File: config.mk
export PLATFORM = sky130hd
export DESIGN_NAME = operand_issue_stage
export DESIGN_NICKNAME = d
export VERILOG_FILES = /design/src/rtl/pipe_pkg.sv /design/src/rtl/operand_bypass_mux.sv /design/src/rtl/operand_issue_stage.sv
export SDC_FILE = /design/constraint.sdc
export NUM_CORES = 1
export LEC_CHECK = 0
export BUFFER_PORTS_ARGS = -buffer_cell sky130_fd_sc_hd__buf_2
export CAP_MARGIN = 0
export CORE_UTILIZATION = 44
export DETAILED_ROUTE_END_ITERATION = 7
export GPL_ROUTABILITY_DRIVEN = 0
export GPL_TIMING_DRIVEN = 0
export PLACE_DENSITY = 0.77
export SLEW_MARGIN = 10
export SYNTH_ARGS = -nofsm -noshare
export SYNTH_HDL_FRONTEND = slang
export SYNTH_SLANG_ARGS = --single-unit
File: constraint.sdc
create_clock -name clk -period 3.55 [get_ports clk]
set_clock_uncertainty 0.2 [all_clocks]
set_input_delay 0.71 -clock clk [delete_from_list [all_inputs] [get_ports clk]]
set_output_delay 0.71 -clock clk [all_outputs]
set_load 0.05 [all_outputs]
File: src/rtl/pipe_pkg.sv
// rtl/pipe_pkg.sv - shared widths, instruction field layout, issue FSM states and opcodes
//
// Purpose: common definitions for the decode/operand-fetch stage and the EX stage.
// Ports: none (package).
package pipe_pkg;

    localparam int DATA_W  = 16;
    localparam int IDX_W   = 5;
    localparam int INSTR_W = 32;

    // Instruction field bit positions
    localparam int OPC_HI = 31;
    localparam int OPC_LO = 26;
    localparam int RD_HI  = 25;
    localparam int RD_LO  = 21;
    localparam int RS1_HI = 20;
    localparam int RS1_LO = 16;
    localparam int RS2_HI = 15;
    localparam int RS2_LO = 11;
    localparam int IMM_HI = 15;
    localparam int IMM_LO = 0;

    typedef enum logic {
        RUN    = 1'b0,
        BUBBLE = 1'b1
    } issue_state_t;

    // Opcodes shared with the EX stage
    localparam logic [5:0] OPC_NOP  = 6'h00;
    localparam logic [5:0] OPC_ADD  = 6'h01;
    localparam logic [5:0] OPC_SUB  = 6'h02;
    localparam logic [5:0] OPC_AND  = 6'h03;
    localparam logic [5:0] OPC_OR   = 6'h04;
    localparam logic [5:0] OPC_ADDI = 6'h08;
    localparam logic [5:0] OPC_LOAD = 6'h10;
    localparam logic [5:0] OPC_STOR = 6'h11;
    localparam logic [5:0] OPC_BEQ  = 6'h20;

endpackage

File: src/rtl/operand_bypass_mux.sv
// rtl/operand_bypass_mux.sv - combinational per-operand forwarding select
//
// Purpose: picks one source operand from EX result, WB data or register file.
// Ports:
//   src_index                     source register index of the operand
//   rf_data                       register file read data for src_index
//   ex_wr_en/ex_wr_is_load/ex_wr_index/ex_wr_data   EX-stage writer
//   wb_wr_en/wb_wr_index/wb_wr_data                 WB-stage writer
//   operand                       resolved operand value
module operand_bypass_mux #(
    parameter int DATA_W = 16,
    parameter int IDX_W  = 5
) (
    input  logic [IDX_W-1:0]  src_index,
    input  logic [DATA_W-1:0] rf_data,
    input  logic              ex_wr_en,
    input  logic              ex_wr_is_load,
    input  logic [IDX_W-1:0]  ex_wr_index,
    input  logic [DATA_W-1:0] ex_wr_data,
    input  logic              wb_wr_en,
    input  logic [IDX_W-1:0]  wb_wr_index,
    input  logic [DATA_W-1:0] wb_wr_data,
    output logic [DATA_W-1:0] operand
);

    // EX is the youngest writer so it wins; a load in EX has no data yet and
    // is handled by the stall. WB is write-through because the register file
    // only updates at the clock edge. Register 0 is not special.
    always_comb begin
        operand = rf_data;
        if (ex_wr_en && !ex_wr_is_load && (ex_wr_index == src_index)) begin
            operand = ex_wr_data;
        end else if (wb_wr_en && (wb_wr_index == src_index)) begin
            operand = wb_wr_data;
        end
    end

endmodule

File: src/rtl/operand_issue_stage.sv
// rtl/operand_issue_stage.sv - decode/operand-fetch stage with forwarding and load-use stall
//
// Purpose: reads the register file, resolves RAW hazards by forwarding from EX
// and WB, stalls one bubble on load-use, and registers the result into ID/EX
// with a valid/ready handshake.
// Optional: define ISSUE_PERF_CNT_EN to add perf_issued/perf_bubbles/perf_flushes.
// Ports:
//   clk, rst_n                    clock, asynchronous active-low reset
//   if_valid/if_ready/if_instr/if_pc   fetch handshake and instruction
//   flush                         branch-redirect squash
//   rf_read_index_1/2, rf_read_data_1/2   register file read ports
//   ex_wr_*                       EX-stage destination info
//   wb_wr_*                       WB-stage write port
//   id_valid/id_ready             ID/EX handshake
//   id_opcode/id_rd/id_op_a/id_op_b/id_imm/id_pc   ID/EX payload
module operand_issue_stage #(
    parameter int DATA_W  = pipe_pkg::DATA_W,
    parameter int IDX_W   = pipe_pkg::IDX_W,
    parameter int INSTR_W = pipe_pkg::INSTR_W
) (
    input  logic               clk,
    input  logic               rst_n,
    input  logic               if_valid,
    output logic               if_ready,
    input  logic [INSTR_W-1:0] if_instr,
    input  logic [DATA_W-1:0]  if_pc,
    input  logic               flush,
    output logic [IDX_W-1:0]   rf_read_index_1,
    output logic [IDX_W-1:0]   rf_read_index_2,
    input  logic [DATA_W-1:0]  rf_read_data_1,
    input  logic [DATA_W-1:0]  rf_read_data_2,
    input  logic               ex_wr_en,
    input  logic               ex_wr_is_load,
    input  logic [IDX_W-1:0]   ex_wr_index,
    input  logic [DATA_W-1:0]  ex_wr_data,
    input  logic               wb_wr_en,
    input  logic [IDX_W-1:0]   wb_wr_index,
    input  logic [DATA_W-1:0]  wb_wr_data,
    output logic               id_valid,
    input  logic               id_ready,
    output logic [5:0]         id_opcode,
    output logic [IDX_W-1:0]   id_rd,
    output logic [DATA_W-1:0]  id_op_a,
    output logic [DATA_W-1:0]  id_op_b,
    output logic [DATA_W-1:0]  id_imm,
    output logic [DATA_W-1:0]  id_pc
`ifdef ISSUE_PERF_CNT_EN
    ,
    output logic [31:0]        perf_issued,
    output logic [31:0]        perf_bubbles,
    output logic [31:0]        perf_flushes
`endif
);

    import pipe_pkg::*;

    issue_state_t state;

    logic [IDX_W-1:0]  rs1;
    logic [IDX_W-1:0]  rs2;
    logic [DATA_W-1:0] op_a;
    logic [DATA_W-1:0] op_b;
    logic              hazard;
    logic              adv;
    logic              accept;
    logic              take_bubble;

    assign rs1 = if_instr[RS1_HI:RS1_LO];
    assign rs2 = if_instr[RS2_HI:RS2_LO];

    assign rf_read_index_1 = rs1;
    assign rf_read_index_2 = rs2;

    // Load data is not available until WB, so a dependent instruction waits.
    assign hazard = if_valid && ex_wr_en && ex_wr_is_load &&
                    ((ex_wr_index == rs1) || (ex_wr_index == rs2));

    assign adv = !id_valid || id_ready;

    assign if_ready    = (state == RUN) && adv && !hazard && !flush;
    assign accept      = if_valid && if_ready;
    assign take_bubble = (state == RUN) && hazard && adv && !flush;

    operand_bypass_mux #(.DATA_W(DATA_W), .IDX_W(IDX_W)) u_bypass_a (
        .src_index     (rs1),
        .rf_data       (rf_read_data_1),
        .ex_wr_en      (ex_wr_en),
        .ex_wr_is_load (ex_wr_is_load),
        .ex_wr_index   (ex_wr_index),
        .ex_wr_data    (ex_wr_data),
        .wb_wr_en      (wb_wr_en),
        .wb_wr_index   (wb_wr_index),
        .wb_wr_data    (wb_wr_data),
        .operand       (op_a)
    );

    operand_bypass_mux #(.DATA_W(DATA_W), .IDX_W(IDX_W)) u_bypass_b (
        .src_index     (rs2),
        .rf_data       (rf_read_data_2),
        .ex_wr_en      (ex_wr_en),
        .ex_wr_is_load (ex_wr_is_load),
        .ex_wr_index   (ex_wr_index),
        .ex_wr_data    (ex_wr_data),
        .wb_wr_en      (wb_wr_en),
        .wb_wr_index   (wb_wr_index),
        .wb_wr_data    (wb_wr_data),
        .operand       (op_b)
    );

    always_ff @(posedge clk or negedge rst_n) begin
        if (!rst_n) begin
            state     <= RUN;
            id_valid  <= 1'b0;
            id_opcode <= '0;
            id_rd     <= '0;
            id_op_a   <= '0;
            id_op_b   <= '0;
            id_imm    <= '0;
            id_pc     <= '0;
        end else if (flush) begin
            state    <= RUN;
            id_valid <= 1'b0;
        end else begin
            case (state)
                RUN: begin
                    if (take_bubble) begin
                        id_valid <= 1'b0;
                        state    <= BUBBLE;
                    end else if (adv) begin
                        id_valid <= accept;
                        if (accept) begin
                            id_opcode <= if_instr[OPC_HI:OPC_LO];
                            id_rd     <= if_instr[RD_HI:RD_LO];
                            id_op_a   <= op_a;
                            id_op_b   <= op_b;
                            id_imm    <= if_instr[IMM_HI:IMM_LO];
                            id_pc     <= if_pc;
                        end
                    end
                    // !adv: ID/EX holds while EX is stalled
                end
                BUBBLE: begin
                    // The load has moved on to WB; retry the instruction next cycle.
                    id_valid <= 1'b0;
                    state    <= RUN;
                end
                default: begin
                    id_valid <= 1'b0;
                    state    <= RUN;
                end
            endcase
        end
    end

`ifdef ISSUE_PERF_CNT_EN
    always_ff @(posedge clk or negedge rst_n) begin
        if (!rst_n) begin
            perf_issued  <= '0;
            perf_bubbles <= '0;
            perf_flushes <= '0;
        end else begin
            if (accept)      perf_issued  <= perf_issued + 32'd1;
            if (take_bubble) perf_bubbles <= perf_bubbles + 32'd1;
            if (flush)       perf_flushes <= perf_flushes + 32'd1;
        end
    end
`endif

endmodule

==> impl_results.md, run 1 <==
* Status: complete, but fails checks
* Violated checks: design-rule violations
* Yosys top cell area share at 0.477
* Post-synthesis cell type count at 30
* Largest net degree at the start of global routing at 49
* CP Launch Type: input pin
* Initial Util at 0.459
* CTS H-tree lvls at 3
* Unrepaired setup endpoints after global routing: false
* DR iter-0 viols at 150
* Power density cells at 521 mW/mm2
* Worst slew margin at 0.571
* Vias per cell at 5.37
* R2R Path End: id_op_b[7]$_DFFE_PN0P_
* Chip Width at 97.8 um
* WL final at 12300 um
* Layout net count at 709
* Top FF cell, synth: dfrtp_1
* Worst setup path category: in2out
* CTS tree: built
* Core ar. at 0.00881 mm2
* PortBufs at 216
* CP required at 2.64 ns
* Via count at 3725
* Setup Buffers After CTS at 0
* Final Total Pwr at 2.84 mW
* Final count of hold timing violations at 0
* Post-synth EDFFs at 0
* Grt ovf at 0
* Top Ports at 217
* Worst-skew pair later-pin latency at 0.34 ns
* Placed cell areas at 0.00528 mm2
* Fin crit share at 0.758
* Post-CTS Resized at 0
* Layout cells sized above 1 at 0.558
* Clk slew on worst S/H paths at 0.09 ns
* Yosys warns at 0
* Peak supply drop at 0.309 mV
* Initial antenna violation count at 1
* Residual DRC at 40
* Synth Register Bits at 77
* Mean Syn Cell Area at 11.5 um2
* Leakage at 2.60 nW
* Layout area overhead at 35.3%
* R2R cell count at 5
* Worst-margin pin slew at 0.640 ns
* Synth top area cells: dfrtp_1 48%, mux2_2 12%, o31ai_1 5.9%
* Worst reg2reg startpoint: state$_DFF_PN0_
* Root buffer cell: clkbuf_8
* Final Instance Area at 0.00546 mm2
* Post-route ant nets at 0
* Min cycle time layout at 2.69 ns
* HPWL Detailed at 9450 um
* Final slew viol count at 0
* Reg2Reg Setup Slack at 1.59 ns
* Final setup viols at 0
* DR WL/cell at 17.8 um
* Most frequent cells in the layout: 219 x buf_2, 77 x dfrtp_1, 43 x mux2_2, 37 x nand2_1
* Critical Path Fanout Max at 4
* CTS Buffer Depth at 2
* DIE AREA at 0.00956 mm2
* Overall routing resource usage at 0.262
* Synth Instances at 351
* Ys async rst share at 1.00
* Mapped cell area at 0.00404 mm2
* Critical path arrival at 1.78 ns
* Fmax at 372 MHz
* Critical path endpoint category: output port
* Max Cap Viol at 0
* Sink Count at 77
* Vias in the first global route at 3864
* Mapped Nets at 481
* Post-Route Setup TNS at 0 ns
* Hold buffers post-CTS at 0
* # rows at 34
* Pre-antenna DRT Iters at 6
* First-pass GRT wire length at 19500 um
* HP Class: in2async
* Post-synth top area cell: dfrtp_1
* Seq/Total Area, Yosys at 0.477
* Die Span Y at 97.8 um
* Most common cell after layout, fill and taps aside: buf_2
* Total CTS buffers at 9
flip-flops by register name, summed over array words and instances (netlist names):
name	count
id_valid	1
id_opcode	6
id_rd	5
id_op_a	16
id_pc	16
id_op_b	16
id_imm	16
state	1
through the flow:
step / hold slack [ns] / instances / utilization / worst slack, ns
floorplan: 0.214 / 351 / - / 0.789
global placement: 0.257 / 675 / 0.597 / 0.875
detailed placement: 0.261 / 676 / 0.600 / 0.813
CTS: 0.0816 / 692 / 0.620 / 0.857
global route: 0.0855 / 693 / 0.620 / 0.811
finish: 0.0764 / 694 / 0.620 / 0.860
how the worst max path moves through the flow:
stage / to / from / slack (ns)
finish: if_ready / ex_wr_index[0] / 0.86
detailed placement: id_op_b[7]$_DFFE_PN0P_ / ex_wr_index[0] / 0.81
global route: if_ready / ex_wr_index[0] / 0.81
CTS: if_ready / ex_wr_index[0] / 0.86
global placement: id_imm[13]$_DFFE_PN0P_ / if_instr[11] / 0.88
floorplan: if_ready / ex_wr_index[1] / 0.79
metal layers:
layer / track usage / wire (um)
met2: 0.460 / 6380
met1: 0.322 / 4940
met5: 0 / 0
met4: 0.0909 / 229
met3: 0.0508 / 791
layout make-up:
type                       instances  area, um2
timing repair buffer             217       1110
antenna                            2       5.00
clock buffer                      10        128
buffer                            38        270
tap                              108        135
fill                             767       3340
sequential                        77       1930
inverter                           1       3.75
clock inverter                     6       46.3
multi-input combinational        235       1840
report_power, final:
group	switching, mW	internal [mW]	total [mW]
Clock	0.349	0.260	0.609
Sequential	0.0706	1.02	1.09
Combinational	0.818	0.324	1.14
Total	1.24	1.61	2.84
cells by family (layout without fill, tap and decap cells):
| family | Yosys count | count (layout) | synth area share |
|---|---|---|---|
| AND/OR/NAND/NOR | 104 | 104 | 0.133 |
| multiplexers | 43 | 43 | 0.120 |
| buffers and inverters | 39 | 272 | 0.0679 |
| AO/OA/AOI/OAI | 68 | 68 | 0.159 |
| XOR/XNOR | 20 | 20 | 0.0434 |
| other | 0 | 2 | 0 |
| flip-flops | 77 | 77 | 0.477 |
synth_stat cells, types with 3 or more instances:
master	n
dfrtp_1	77
and2_1	17
buf_4	21
clkbuf_1	8
a221oi_1	18
buf_2	4
o31ai_1	32
a221oi_2	14
nor3_1	32
nand2_1	37
nor2_1	3
xnor2_1	20
mux2_2	43
worst max-delay path: stages:
cell and delay, ns:
buf_2 0.12, xnor2_1 0.21, nand3_2 0.18, o22ai_1 0.24, a21oi_1 0.10, buf_2 0.22
Note: power is estimated with default switching activity, not from simulation.
==> inputs of run 2 (changes only) <==
- clock period: 3.55 -> 2.5 ns (I/O delays scaled with it)
==> impl_results.md, run 2 (synthesized netlist as in run 1, its figures left out) <==
* Overall routing resource usage at 0.262 (+0.000311)
* Post-Route Setup TNS at 0 ns (unchanged)
* HP Class: in2reg
* Most common cell after layout, fill and taps aside: buf_2
* DR WL/cell at 17.8 um (+0.15%)
* Worst setup path category: in2out
* Worst-skew pair later-pin latency at 0.34 ns (about the same)
* Max Cap Viol at 0 (unchanged)
* Finished Layout Cells at 695 (+0.14%)
* Largest net degree at the start of global routing at 49 (unchanged)
* Via count at 3747 (+0.59%)
* CTS tree: built
* Clk slew on worst S/H paths at 0.09 ns (about the same)
* CP peak stage delay at 0.24 ns (about the same)
* # rows at 34 (unchanged)
* Fmax at 441 MHz
* Residual DRC at 40 (unchanged)
* Most frequent cells in the layout: 219 x buf_2, 77 x dfrtp_1, 43 x mux2_2, 37 x nand2_1
* Fin crit share at 0.908
* DIE AREA at 0.00956 mm2 (unchanged)
* Root buffer cell: clkbuf_8
* WL final at 12400 um (+0.29%)
* Crit path cell chain: buf_2 -> xnor2_1 -> nand3_2 -> o22ai_1 -> a21oi_1 -> buf_2
* Status: complete, but fails checks
* Slowest-stage cell, CP: o22ai_1
* HPWL Detailed at 9450 um (unchanged)
* Final setup viols at 0 (unchanged)
* Vias in the first global route at 3869 (+0.13%)
* Total CTS buffers at 9 (unchanged)
* DR iter-0 viols at 177 (+18%)
* Initial Util at 0.459 (unchanged)
* Die Span Y at 97.8 um (unchanged)
* CTS Buffer Depth at 2 (unchanged)
* Unrepaired setup endpoints after global routing: false
* Core ar. at 0.00881 mm2 (unchanged)
* Critical path endpoint category: output port
* PortBufs at 216 (unchanged)
* Final count of hold timing violations at 0 (unchanged)
* Leakage at 2.61 nW (+0.16%)
* Pre-antenna DRT Iters at 6 (unchanged)
* Post-route ant nets at 0 (unchanged)
* Vias per cell at 5.39 (+0.45%)
* Worst slew margin at 0.606 (+0.0341)
* Worst-margin pin slew at 0.590 ns (-0.0509 ns)
* Sink Count at 77 (unchanged)
* CTS H-tree lvls at 3 (unchanged)
* Cells after DPL at 676 (unchanged)
* Layout area overhead at 35.5%
* Initial antenna violation count at 1 (unchanged)
* Critical path arrival at 1.57 ns (-0.21 ns)
* Layout cells sized above 1 at 0.557 (-0.000954)
* Chip Width at 97.8 um (unchanged)
* CP Launch Type: input pin
* Violated checks: design-rule violations
* CP required at 1.80 ns (-0.84 ns)
* First-pass GRT wire length at 19500 um (+0.11%)
* Top Ports at 217 (unchanged)
* Peak supply drop at 0.439 mV (+42%)
* Most used cell, CP: buf_2
* Power density cells at 738 mW/mm2 (+42%)
* Min cycle time layout at 2.27 ns
* Final slew viol count at 0 (unchanged)
* Grt ovf at 0 (unchanged)
* Layout net count at 710 (+0.14%)
* Critical Path Fanout Max at 4 (unchanged)
==> run 2: cell types whose count changed in the layout (fill, tap and decap cells not counted) <==
cell and delta:
dlygate4sd3_1 +1
==> run 2: power by group <==
part	internal (mW)	switching, mW	total [mW]
sequential	1.45	0.100	1.55
combinational	0.462	1.16	1.62
clock	0.369	0.496	0.865
total	2.28	1.76	4.04
==> run 2: path summary, 6_finish.rpt <==
path / startpoint / end / slack [ns] / cells after the start
min in group asynchronous: rst_n / id_pc[9]$_DFFE_PN0P_ / 0.45 / 2
max in group asynchronous: rst_n / id_op_a[1]$_DFFE_PN0P_ / 1.08 / 3
worst min register to register: id_op_a[0]$_DFFE_PN0P_ / id_op_a[0]$_DFFE_PN0P_ / 0.28 / 2
worst max-delay path: ex_wr_index[0] / if_ready / 0.23 / 6
worst min-delay path: if_pc[11] / id_pc[11]$_DFFE_PN0P_ / 0.19 / 2
worst max register to register: state$_DFF_PN0_ / id_op_b[7]$_DFFE_PN0P_ / 0.55 / 5
==> run 2: per-layer routing <==
metal / wire length, um / track usage / vias up
met4: 248 / 0.0909 / 0
li1: - / - / 1749
met3: 882 / 0.0508 / 16
met2: 6390 / 0.461 / 181
met1: 4850 / 0.322 / 1801
met5: 0 / 0 / -
==> run 2: critical path, delay by kind of cell <==
kind	cells	cell delay, ns
xor+xnor	1	0.21
simple gates	1	0.18
buf+inv	2	0.34
compound gates	2	0.34
==> run 2: timing repair <==
| action | 4_1_cts | 5_1_grt |
|---|---|---|
| resized for setup | 0 | 0 |
| buffers inserted | 0 | 0 |
| hold endpoints to repair | 29 | 0 |
| hold buffers | 1 | 0 |
==> run 2: through the flow <==
| stage | utilization | hold WS, ns | power, mW | setup WS, ns | area (um2) |
|---|---|---|---|---|---|
| 2_1_floorplan | - | 0.00441 | 2.72 | 0.159 | 4040 |
| 3_5_place_dp | 0.600 | 0.253 | 3.21 | -0.0271 | 5280 |
| 6_report | 0.621 | 0.185 | 4.04 | 0.230 | 5470 |
| 4_1_cts | 0.621 | 0.170 | 4.07 | 0.227 | 5470 |
| 3_3_place_gp | 0.597 | 0.257 | 3.16 | 0.0355 | 5250 |
| 5_1_grt | 0.621 | 0.164 | 4.22 | 0.181 | 5470 |
==> run 2: layout make-up <==
class | count | area, um2
diodes | 2 | 5.00
clock buffers | 10 | 128
inverters | 1 | 3.75
multi-input cells | 235 | 1840
fillers | 766 | 3330
plain buffers | 38 | 270
clock inverters | 6 | 46.3
repair buffers | 218 | 1120
well taps | 108 | 135
flip-flops and latches | 77 | 1930
==> inputs of run 3 (changes only) <==
- PLACE_DENSITY: 0.77 -> 0.79
==> impl_results.md, run 3 (synthesized netlist as in run 1, its figures left out) <==
* Initial Util at 0.459 (unchanged)
* Root buffer cell: clkbuf_8
* CTS tree: built
* Status: complete, but fails checks
* CTS H-tree lvls at 3 (unchanged)
* Crit path max-delay family: buffers and inverters
* PortBufs at 216 (unchanged)
* WL final at 12300 um (-0.91%)
* # fillers at 750 (-2.1%)
* Fmax at 452 MHz (+2.5%)
* CP Launch Type: input pin
* WHS Endpoint: id_pc[5]$_DFFE_PN0P_
* Hold wc startpoint: if_pc[5]
* CTS Buffer Depth at 2 (unchanged)
* # rows at 34 (unchanged)
* Worst reg2reg startpoint: state$_DFF_PN0_
* DIE AREA at 0.00956 mm2 (unchanged)
* Power density cells at 753 mW/mm2 (+2.0%)
* Cells after DPL at 676 (unchanged)
* HPWL Detailed at 9370 um (-0.86%)
* Most common cell after layout, fill and taps aside: buf_2
* Critical path arrival at 1.51 ns (-0.06 ns)
* Post-route ant nets at 0 (unchanged)
* Critical path endpoint category: output port
* Violated checks: design-rule violations
* Min cycle time layout at 2.21 ns (-0.0553 ns)
* Total CTS buffers at 9 (unchanged)
* Reg2Reg Setup Slack at 0.56 ns (about the same)
* Slowest-stage cell, CP: xnor2_1
* Critical Path Fanout Max at 2 (-2)
* R2R cell count at 5 (unchanged)
* Worst setup path start: ex_wr_index[2]
* Core ar. at 0.00881 mm2 (unchanged)
* Leakage at 2.62 nW (+0.38%)
* Vias per cell at 5.43 (+0.69%)
* Fin crit share at 0.886 (-0.0221)
* Residual DRC at 24 (-40%)
* CP bufs+invs at 2 (unchanged)
* Place WS at -0.0276 ns (-0.000440 ns)
* Most used cell, CP: buf_2
* Worst setup path category: in2out
* Chip Width at 97.8 um (unchanged)
* Final slew viol count at 0 (unchanged)
* Clk slew on worst S/H paths at 0.09 ns (about the same)
* Unrepaired setup endpoints after global routing: false
* Worst slew margin at 0.601 (-0.00436)
* Initial antenna violation count at 0 (-1)
* Layout cells sized above 1 at 0.557 (unchanged)
* Setup Buffers After CTS at 0 (unchanged)
* ANT cells at 0 (-2)
* Peak supply drop at 0.379 mV (-14%)
* Final count of hold timing violations at 0 (unchanged)
* Top Ports at 217 (unchanged)
* Overall routing resource usage at 0.258 (-0.00458)
* R2R Path End: id_op_b[12]$_DFFE_PN0P_
* Layout net count at 710 (unchanged)
* Vias in the first global route at 3794 (-1.9%)
* Hold Crit Depth at 2 (unchanged)
* DR WL/cell at 17.7 um (-0.63%)
* Worst-skew pair later-pin latency at 0.34 ns (about the same)
* Final hold slack at 0.173 ns (-0.0118 ns)
* Area of the multi-input gates at 0.00184 mm2 (unchanged)
* Final setup viols at 0 (unchanged)
* Die Span Y at 97.8 um (unchanged)
* CP required at 1.80 ns (about the same)
* Layout area overhead at 36.0%
* Finished Layout Cells at 693 (-0.29%)
* Grt ovf at 0 (unchanged)
* CP peak stage delay at 0.22 ns (-0.02 ns)
* Max Cap Viol at 0 (unchanged)
* Pre-antenna DRT Iters at 7 (+1)
* Final Total Pwr at 4.14 mW (+2.4%)
* Worst-margin pin slew at 0.596 ns (+0.00652 ns)
* Most frequent cells in the layout: 219 x buf_2, 77 x dfrtp_1, 43 x mux2_2, 37 x nand2_1
* Largest net degree at the start of global routing at 48 (-2.0%)
* DR iter-0 viols at 214 (+21%)
* Post-CTS Resized at 0 (unchanged)
* Setup slack after layout at 0.286 ns (+0.0553 ns)
* Post-Route Setup TNS at 0 ns (unchanged)
* Via count at 3762 (+0.40%)
* Sink Count at 77 (unchanged)
* First-pass GRT wire length at 19200 um (-1.7%)
* Crit path cell chain: buf_2 -> xnor2_1 -> nand4_1 -> o22ai_1 -> a21oi_1 -> buf_2
* Hold buffers post-CTS at 1 (unchanged)
* Reg area at 0.00193 mm2 (unchanged)
* HP Class: in2reg
[run 3: cell types whose count changed in the layout (fill, tap and decap cells not counted), sizes merged]
cell    change
diode       -2
bufinv      +1
inv         -1
[run 3: worst register-to-register path: cells and delay by family, from the launching register on]
kind                   cells  cell delay (ns)
AO/OA/AOI/OAI              2             0.57
buffers and inverters      1             0.34
flip-flops                 1             0.36
AND/OR/NAND/NOR            2             0.36
[run 3: area by class of cell]
class | count | share of cell area
tap | 108 | 0.0246
buffer | 38 | 0.0492
sequential | 77 | 0.351
timing repair buffer | 218 | 0.204
multi-input combinational | 235 | 0.334
inverter | 1 | 0.000683
clock inverter | 6 | 0.0130
clock buffer | 10 | 0.0232
[run 3: through the flow]
step | util | area, um2
finish | 0.624 | 5490
detailed placement | 0.600 | 5280
CTS | 0.624 | 5490
floorplan | - | 4040
global placement | 0.597 | 5250
global route | 0.624 | 5490
[run 3: routing by layer]
| metal | global-route usage | up-vias | share of wire |
|---|---|---|---|
| met1 | 0.325 | 1798 | 0.41 |
| met4 | 0.0734 | 0 | 0.016 |
| met2 | 0.456 | 188 | 0.51 |
| met3 | 0.0444 | 23 | 0.066 |
| met5 | 0 | - | 0 |
| li1 | - | 1753 | - |
[run 3: how the worst max path moves through the flow]
stage | endpoint | slack, ns | depth (start not counted)
final | if_ready | 0.29 | 6
after global routing | if_ready | 0.21 | 6
after CTS | if_ready | 0.28 | 6
after detailed placement | id_op_b[9]$_DFFE_PN0P_ | -0.03 | 6
after global placement | id_imm[10]$_DFFE_PN0P_ | 0.01 | 6
after floorplan | if_ready | 0.16 | 4
[run 3: power by group]
part | internal [mW] | total [mW] | switching, mW
Sequential | 1.45 | 1.55 | 0.102
Clock | 0.469 | 0.958 | 0.490
Combinational | 0.462 | 1.62 | 1.16
Total | 2.38 | 4.14 | 1.75
